--- config.mk ---
export PLATFORM = sky130hd
export DESIGN_NAME = npu_pp_sum_acc
export DESIGN_NICKNAME = d
export VERILOG_FILES = /design/src/rtl/npu_pp_sum_acc.sv
export SDC_FILE = /design/constraint.sdc
export NUM_CORES = 1
export LEC_CHECK = 0
export BUFFER_PORTS_ARGS = -buffer_cell sky130_fd_sc_hd__buf_4
export CAP_MARGIN = 20
export CORE_UTILIZATION = 30
export DETAILED_ROUTE_END_ITERATION = 8
export MAX_ROUTING_LAYER = met4
export PLACE_DENSITY = 0.59
export SETUP_SLACK_MARGIN = 0.1
export SYNTH_ARGS = -nofsm -noshare
export SYNTH_HDL_FRONTEND = slang
export SYNTH_SLANG_ARGS = --single-unit
--- constraint.sdc ---
create_clock -name clk -period 5.2 [get_ports clk]
set_input_delay 0.26 -clock clk [delete_from_list [all_inputs] [get_ports clk]]
set_output_delay 0.26 -clock clk [all_outputs]
set_load 0.02 [all_outputs]
--- src/rtl/npu_pp_sum_acc.sv ---
// ---------------------------------------------------------------------------
// npu_pp_sum_acc
//
// Purpose:
//    Sits directly after the Booth sign-extension stage in an NPU MAC lane.
//    Each beat carries the four sign-extended radix-4 Booth partial-product
//    rows of one multiplication together with their negate bits. Stage 1
//    reduces the rows to a signed DWM-bit product. Stage 2 accumulates the
//    products of one dot-product vector and reports one DWS-bit signed result
//    per vector over a valid/ready handshake.
//
// Optional feature:
//    NPU_ACC_SAT_EN  when defined, the accumulator add saturates to the signed
//                    DWS-bit range instead of wrapping.
//
// Ports:
//    clk        clock
//    rst_n      synchronous active-low reset
//    in_valid   partial-product beat valid
//    in_ready   block can take a beat
//    in_last    beat is the last element of the current vector
//    lline0     row 0, {~s,s,s,pp[8:0]}, weight 2^0
//    lline1     row 1, {~s,pp[8:0]}, weight 2^2
//    lline2     row 2, {~s,pp[8:0]}, weight 2^4
//    lline3     row 3, {~s,pp[8:0]}, weight 2^6
//    neg        two's-complement +1 per row, neg[i] weight 2^(2i)
//    out_valid  result valid
//    out_ready  consumer accepts result
//    out_data   signed dot-product result
//    out_cnt    number of beats in the reported vector (wraps)
// ---------------------------------------------------------------------------
module npu_pp_sum_acc #(
   parameter int DWA     = 8,
   parameter int DWB     = 8,
   parameter int DWPPLEN = DWA + 2,
   parameter int DWM     = DWA + DWB,
   parameter int DWS     = 21,
   parameter int CNTW    = 8
) (
   input  logic            clk,
   input  logic            rst_n,
   input  logic            in_valid,
   output logic            in_ready,
   input  logic            in_last,
   input  logic [DWB+3:0]  lline0,
   input  logic [DWB+1:0]  lline1,
   input  logic [DWB+1:0]  lline2,
   input  logic [DWB+1:0]  lline3,
   input  logic [3:0]      neg,
   output logic            out_valid,
   input  logic            out_ready,
   output logic [DWS-1:0]  out_data,
   output logic [CNTW-1:0] out_cnt
);

   // The leading ~s / s bits of every row carry constant offsets left over
   // from the sign-extension trick; adding this constant cancels them all.
   localparam int             CORR_POS = 2 * (2 ** (DWPPLEN + 1)) + 2 ** (DWPPLEN + 3)
                                         + 2 ** (DWPPLEN + 5);
   localparam logic [DWM-1:0] CORR     = DWM'(-CORR_POS);

   logic [DWM-1:0]  raw;
   logic [DWM-1:0]  prod_in;
   logic            in_fire;

   logic [DWM-1:0]  p1_prod;
   logic            p1_last;
   logic            p1_valid;
   logic            p1_advance;

   logic [DWS-1:0]  acc;
   logic [DWS-1:0]  acc_next;
   logic [DWS-1:0]  prod_ext;
   logic [CNTW-1:0] cnt;
   logic [CNTW-1:0] cnt_next;

   // Stage 1 reduction: weight each row by its radix-4 position, fold in the
   // negate bits, then remove the sign-extension offset. Everything is taken
   // modulo 2^DWM so the result is directly the signed product.
   always_comb begin
      raw = DWM'(lline0) + (DWM'(lline1) << 2) + (DWM'(lline2) << 4) + (DWM'(lline3) << 6);
      for (int i = 0; i < 4; i++) begin
         raw = raw + (DWM'(neg[i]) << (2 * i));
      end
      prod_in = raw + CORR;
   end

   // A stage-1 beat only ever waits when it is the last of a vector and the
   // previous result has not been taken yet. The input side is ready whenever
   // stage 1 is empty or about to empty, which depends only on registered
   // state and out_ready, never on in_valid.
   always_comb begin
      p1_advance = p1_valid && (!p1_last || !out_valid || out_ready);
      in_ready   = !p1_valid || p1_advance;
      in_fire    = in_valid && in_ready;
      prod_ext   = {{(DWS - DWM){p1_prod[DWM-1]}}, p1_prod};
      cnt_next   = cnt + CNTW'(1);
   end

`ifdef NPU_ACC_SAT_EN
   localparam logic [DWS-1:0] ACC_MAX = {1'b0, {(DWS - 1){1'b1}}};
   localparam logic [DWS-1:0] ACC_MIN = {1'b1, {(DWS - 1){1'b0}}};

   logic [DWS:0] sum_wide;

   // Saturating accumulate: one guard bit exposes signed overflow, which is
   // then clamped toward the sign of the true sum. Since the clamped value is
   // what gets stored, later beats continue from the rail instead of wrapping.
   always_comb begin
      sum_wide = {acc[DWS-1], acc} + {prod_ext[DWS-1], prod_ext};
      if (sum_wide[DWS] != sum_wide[DWS-1]) begin
         acc_next = sum_wide[DWS] ? ACC_MIN : ACC_MAX;
      end else begin
         acc_next = sum_wide[DWS-1:0];
      end
   end
`else
   // Plain two's-complement accumulate, wrapping modulo 2^DWS.
   assign acc_next = acc + prod_ext;
`endif

   // All state lives here. A last beat closes its vector by publishing the
   // running sum and clearing the accumulator in the same cycle, so the next
   // vector can start on the following beat without a bubble. The result
   // register is only overwritten once the consumer has taken the old value
   // (or in the same cycle it does), which keeps out_data stable under
   // backpressure.
   always_ff @(posedge clk) begin
      if (!rst_n) begin
         p1_prod   <= '0;
         p1_last   <= 1'b0;
         p1_valid  <= 1'b0;
         acc       <= '0;
         cnt       <= '0;
         out_valid <= 1'b0;
         out_data  <= '0;
         out_cnt   <= '0;
      end else begin
         if (in_fire) begin
            p1_prod  <= prod_in;
            p1_last  <= in_last;
            p1_valid <= 1'b1;
         end else if (p1_advance) begin
            p1_valid <= 1'b0;
         end

         if (p1_advance && p1_last) begin
            out_data  <= acc_next;
            out_cnt   <= cnt_next;
            out_valid <= 1'b1;
            acc       <= '0;
            cnt       <= '0;
         end else begin
            if (p1_advance) begin
               acc <= acc_next;
               cnt <= cnt_next;
            end
            if (out_valid && out_ready) begin
               out_valid <= 1'b0;
            end
         end
      end
   end

endmodule

# Word level (Yosys, flattened, before mapping)
# Cells that the tools add are included.
[word_totals] latchBits=0 output_inout_bits=31 ram_bits=0 word_cells=36 memories=0 register_bits=77 mem_bits_ro=0
[op_classes] div=0 n_eq_ne=0 magnitude_cmp=0 n_bitwise=1 n_mul=0 reduce_logical=13 n_shift=0 addsub=10 mux=4
[op_table] cell="21-bit adder" n=1
[op_table] cell="15-bit by 16-bit adder with 16-bit output" n=1
[op_table] cell="16-bit by 1-bit adder with 16-bit output" n=1
[op_table] cell="16-bit by 15-bit adder with 16-bit output, second input constant" n=1
[op_table] cell="16-bit by 3-bit adder with 16-bit output" n=1
[op_table] cell="16-bit by 5-bit adder with 16-bit output" n=1
[op_table] cell="16-bit by 7-bit adder with 16-bit output" n=1
[op_table] cell="13-bit by 14-bit adder with 15-bit output" n=1
[op_table] cell="12-bit by 12-bit adder with 13-bit output" n=1
[op_table] cell="8-bit by 1-bit adder with 8-bit output, second input constant" n=1
[op_table] cell="1-bit logical AND" n=4
[op_table] cell="1-bit 2-to-1 mux" n=4
[op_table] cell="2-bit nonzero test" n=2
[op_table] cell="1-bit logical NOT" n=3
[op_table] cell="1-bit logical OR" n=3
[op_table] cell="2-bit OR reduction" n=1
[op_table] cell="1-bit NOT" n=1

# Depth between registers and ports, before layout
[logic_depth] depth_word=8 ltp_mapped=14 depth_no_buf=14

# Least setup slack after synthesis
# Ideal clock, no wire load.
[synth_timing] path_type="input port to flip-flop" startpoint="in lline0[6]" endpoint="reg p1_prod[13]" t_required_ps=5085 arrival_ps=3399 slack_ps=1686 path_stages=11 setup_time_ps=115 path_buffers=0 path_cell_list="fa_1 fa_1 fa_1 ha_1 a21o_1 a2111oi_4 o21bai_2 a311oi_2 xor2_1 o21ai_1 and2_1"
[synth_via] elab_chain_cells=8
[synth_lines] element="start, declared" line="45" rtl="input logic [DWB+3:0] lline0,"
[synth_lines] element="12-bit by 12-bit adder with 13-bit output" line="81" rtl="raw = DWM'(lline0) + (DWM'(lline1) << 2) + (DWM'(lline2) << 4) + (DWM'(lline3) << 6);"
[synth_lines] element="13-bit by 14-bit adder with 15-bit output" line="81"
[synth_lines] element="15-bit by 16-bit adder with 16-bit output" line="81"
[synth_lines] element="16-bit by 1-bit adder with 16-bit output" line="83" rtl="raw = raw + (DWM'(neg[i]) << (2 * i));"
[synth_lines] element="16-bit by 3-bit adder with 16-bit output" line="83"
[synth_lines] element="16-bit by 5-bit adder with 16-bit output" line="83"
[synth_lines] element="16-bit by 7-bit adder with 16-bit output" line="83"
[synth_lines] element="16-bit by 15-bit adder with 16-bit output" line="85" rtl="prod_in = raw + CORR;"
[synth_lines] element="end signal, assigned" line="140" rtl="p1_prod <= prod_in;"
[synth_lines] element="end, declared" line="66" rtl="logic [DWM-1:0] p1_prod;"
# Every way passes these cells.
# A chain may end at the register's enable or synchronous reset.

# Final worst setup path
[layout_timing] startpoint="in lline0[4]" endpoint="reg p1_prod[13]"
# The elaborated chain is that of the path after synthesis.

==> impl.org <==
** Floorplan
- Total Die Area :: 17400 um2
- 82 I/O pins were placed.
- Measured along the y axis, the die boundary spans 132 um.
- Floorplan die width :: 132 um
- Number of placement rows :: 47
- Core ar. :: 16500 um2
- Initial Utilization :: 0.307

** Clocking
- Register clock-pin slew on the reported worst setup and hold paths :: 0.06 ns
- CTS tree :: built
- Number of H-tree levels :: 3
- Post-CTS repair changed the size of 0 cells.
- Buffers added to address setup during post-CTS repair amount to 0.
- For this design, the CTS-stage hold fixing added 0 buffers.
- The clock drives 77 sinks.
- Buffers inserted during clock tree synthesis total 9.
- The tree is rooted in a clkbuf_16.
- Max Root-Sink Buffers :: 2
- For the worst-skew pair, the clock arrives at the later sink with an insertion delay of 0.33 ns.

** Synthesis
- In this run the cell area of the synthesized design comes to 5070 um2.
- In this run, synthesis inferred 0 flip-flops with an integrated enable.
- During synthesis, Yosys emitted a total of 0 warnings.
- Top flip-flop cell by instance count after synthesis :: dfxtp_1
- Register area share after synthesis :: 0.304
- Of the total synthesized cell area, the portion taken by full adders, half adders and majority gates is 0.204.
- Cells after Synth :: 588
- Syn Nets :: 711
- Simple-gate share of the synthesized area :: 0.158
- Mux share of post-synthesis cell area :: 0
- The average instance in the mapped netlist occupies 8.63 um2.
- Synthesis instantiated 49 different standard cells from the library.
- Number of synthesized register bits :: 77
- The post-synthesis compound-gate area fraction came to 0.212.
- XOR/XNOR Fraction of Synth Area :: 0.0735
- In the synthesized netlist the async set-or-reset flop fraction comes to 0.
- Main combinational cell family by area after synthesis :: compound AO/OA/AOI/OAI gates

** Power
- Leakage power total :: 2.93 nW
- The worst-case IR drop observed on VDD is 154 uV.
- Switching share of total power :: 0.328
- The internal power of the cells totals 1.38 mW.
- The share of total power dissipated in the clock network is 0.330.
- Pwr Density :: 332 nW/um2
- The share of total power dissipated in sequential elements is 0.329.
- Summed over all nets, the switching power comes to 0.676 mW.
- Part of the power in combinational logic :: 0.341

** Drt
- The first TritonRoute pass finished after 4 iterations.
- Wires add up to 11.1 mm.
- In the routed design, unresolved DRC markers number 0.
- Via-to-Cell Ratio :: 4.68
- Starting DRT DRC Count :: 208
- Once detail routing completed, the nets flagged for antenna violations numbered 0.
- Dividing the detail-routed wire length by the instance count gives 12.5 um.
- Number of vias after detailed routing :: 4144

** STA
- Final hold viol count :: 0
- Max frequency :: 0.289 GHz
- Setup repair after global routing left no endpoint under its margin.
- Setup violations remaining at the end of the flow were counted as 0.
- Worst-margin pin slew :: 0.936 ns
- Measured against its own limit, the worst slew margin works out to 0.374.
- Post-layout minimum cycle time :: 3.46 ns
- Total Negative Setup Slacks :: 0 ns
- Max-slew violations :: 0
- Final setup margin :: 1.74 ns
- For the final database, setup skew stands at 0.00675 ns.
- Portion of the clock cycle consumed by the worst path in the final layout :: 0.665

** Layout
- The repair_antennas step left the layout with diodes totalling 0.
- Leaving out fill and tap cells, the most frequent cell in the layout is nand2_1.
- Proportion of layout cells with a drive suffix above 1 :: 0.167
- Top library cells by usage in the layout, fill and taps aside :: nand2_1, buf_4, dfxtp_1
- Post-layout util :: 0.376
- For this run, the post-layout net count is 783.
- The area growth from synthesis to layout is 22.4%.

** Setup path
- Start-to-end type of the worst setup path :: in -> reg
- In this run the worst path has a maximum fanout of 3.
- The worst setup path is captured at a register.
- STA puts the critical path data required time at 5.43 ns.
- Arrival time reported for the critical path endpoint :: 3.68 ns
- Worst Setup Start Kind :: primary input

** GRT
- The initial antenna violation count was 0.
- Overall Global Routing Usage :: 0.137
- Entering global routing, the biggest net connects 44 pins.
- The first global-routing pass estimated 18.8 mm of wire.
- Sum of overflow across all layers after global routing :: 0
- The via count of the first global-routing pass is 4015.

** Run
- Across the run, the number of max-cap violations was 0.

** Placed design
- Pre-CTS setup slack :: 1.39 ns
- Routability-driven placement finished with a final weighted congestion of 0.863.
- During placement, the flow inserted port buffers numbering 81.
- After legalization and detailed placement, the total HPWL measured 8.26 mm.

** Status
- The run finished with clean final reports.

** Min path
- The tightest min-delay check is of the in -> reg type.
## cells in the mapped netlist, types with 2 or more instances
cell / number / area (um2)
nand2b_1: 4 / 25.0
o31ai_1: 2 / 15.0
or2_2: 2 / 12.5
nor2_1: 21 / 78.8
o211ai_1: 2 / 15.0
o31a_1: 2 / 17.5
nor2b_1: 6 / 37.5
a22o_1: 9 / 78.8
nand4_1: 3 / 18.8
a211oi_1: 3 / 22.5
and3_1: 4 / 25.0
o21ai_1: 10 / 50.1
clkbuf_1: 18 / 67.6
o211a_1: 11 / 110
nand2_1: 99 / 372
a31oi_1: 5 / 31.3
o21a_1: 3 / 22.5
xor2_1: 16 / 140
and2_1: 13 / 81.3
ha_1: 54 / 676
a21oi_1: 40 / 200
xnor2_1: 24 / 210
buf_2: 3 / 15.0
fa_1: 18 / 360
a21boi_0: 16 / 120
dfxtp_1: 77 / 1540
nand3_1: 12 / 60.1
a21oi_2: 2 / 17.5
inv_1: 43 / 161
nor3_1: 7 / 35.0
a21o_1: 15 / 113
o21ai_0: 22 / 110
or3_1: 6 / 37.5
## metal layers
| layer | GRT usage | routed length, um | vias up |
|---|---|---|---|
| met2 | 0.217 | 5080 | 59 |
| met5 | - | 0 | - |
| met4 | 0.0349 | 87 | 0 |
| met1 | 0.177 | 5580 | 1913 |
| li1 | - | - | 2166 |
| met3 | 0.0269 | 332 | 6 |
## final timing paths
kind	slack, ns	from	depth (start not counted)	endpoint
max	1.74	lline0[4]	15	p1_prod[13]
min reg2reg	0.45	out_data[16]	2	out_data[16]
min	0.14	in_valid	2	p1_last
max reg2reg	2.41	out_valid	7	acc[20]
## logic make-up (layout without fill, tap and decap cells)
group           count (synthesis)  after routing
simple gates                  179            179
xor+xnor                       41             41
flops                          77             77
compound gates                154            154
fa+ha+maj                      72             72
buf+inv                        65            142
## area by class of cell
class	count	area, um2
fillers	1690	10300
multi-input cells	446	3290
flip-flops and latches	77	1540
repair buffers	83	623
well taps	220	275
clock buffers	9	225
inverters	43	161
clock inverters	7	98.8
## sequential cells by signal, summed over array words and instances (netlist names)
signal	flops
cnt	8
acc	21
p1_prod	16
out_data	21
out_valid	1
p1_valid	1
p1_last	1
out_cnt	8
## critical path: stages
cell       delay, ns
buf_4           0.11
fa_1            0.53
inv_1           0.05
fa_1            0.50
inv_1           0.04
ha_1            0.30
ha_1            0.23
a21o_1          0.16
a21o_1          0.23
a2111oi_4       0.41
o21bai_2        0.14
a311oi_2        0.29
xor2_1          0.18
o21ai_1         0.07
and2_1          0.17
## per-stage QoR
stage / hold slack (ns) / total power [mW] / cells / instance area [um2]
floorplan: 0.368 / 1.23 / 588 / 5070
global placement: 0.442 / 1.40 / 868 / 5880
detailed placement: 0.444 / 1.40 / 868 / 5880
CTS: 0.124 / 2.09 / 884 / 6200
global route: 0.136 / 2.21 / 885 / 6210
finish: 0.137 / 2.06 / 885 / 6210
## power groups by stage
stage | Clock (mW) | Sequential, mW | Combinational, mW
2_1_floorplan | 0 | 0.688 | 0.539
3_5_place_dp | 0 | 0.691 | 0.704
3_3_place_gp | 0 | 0.692 | 0.705
4_1_cts | 0.698 | 0.679 | 0.710
6_report | 0.679 | 0.678 | 0.703
5_1_grt | 0.718 | 0.685 | 0.806
(Power assumes the default switching activity.)
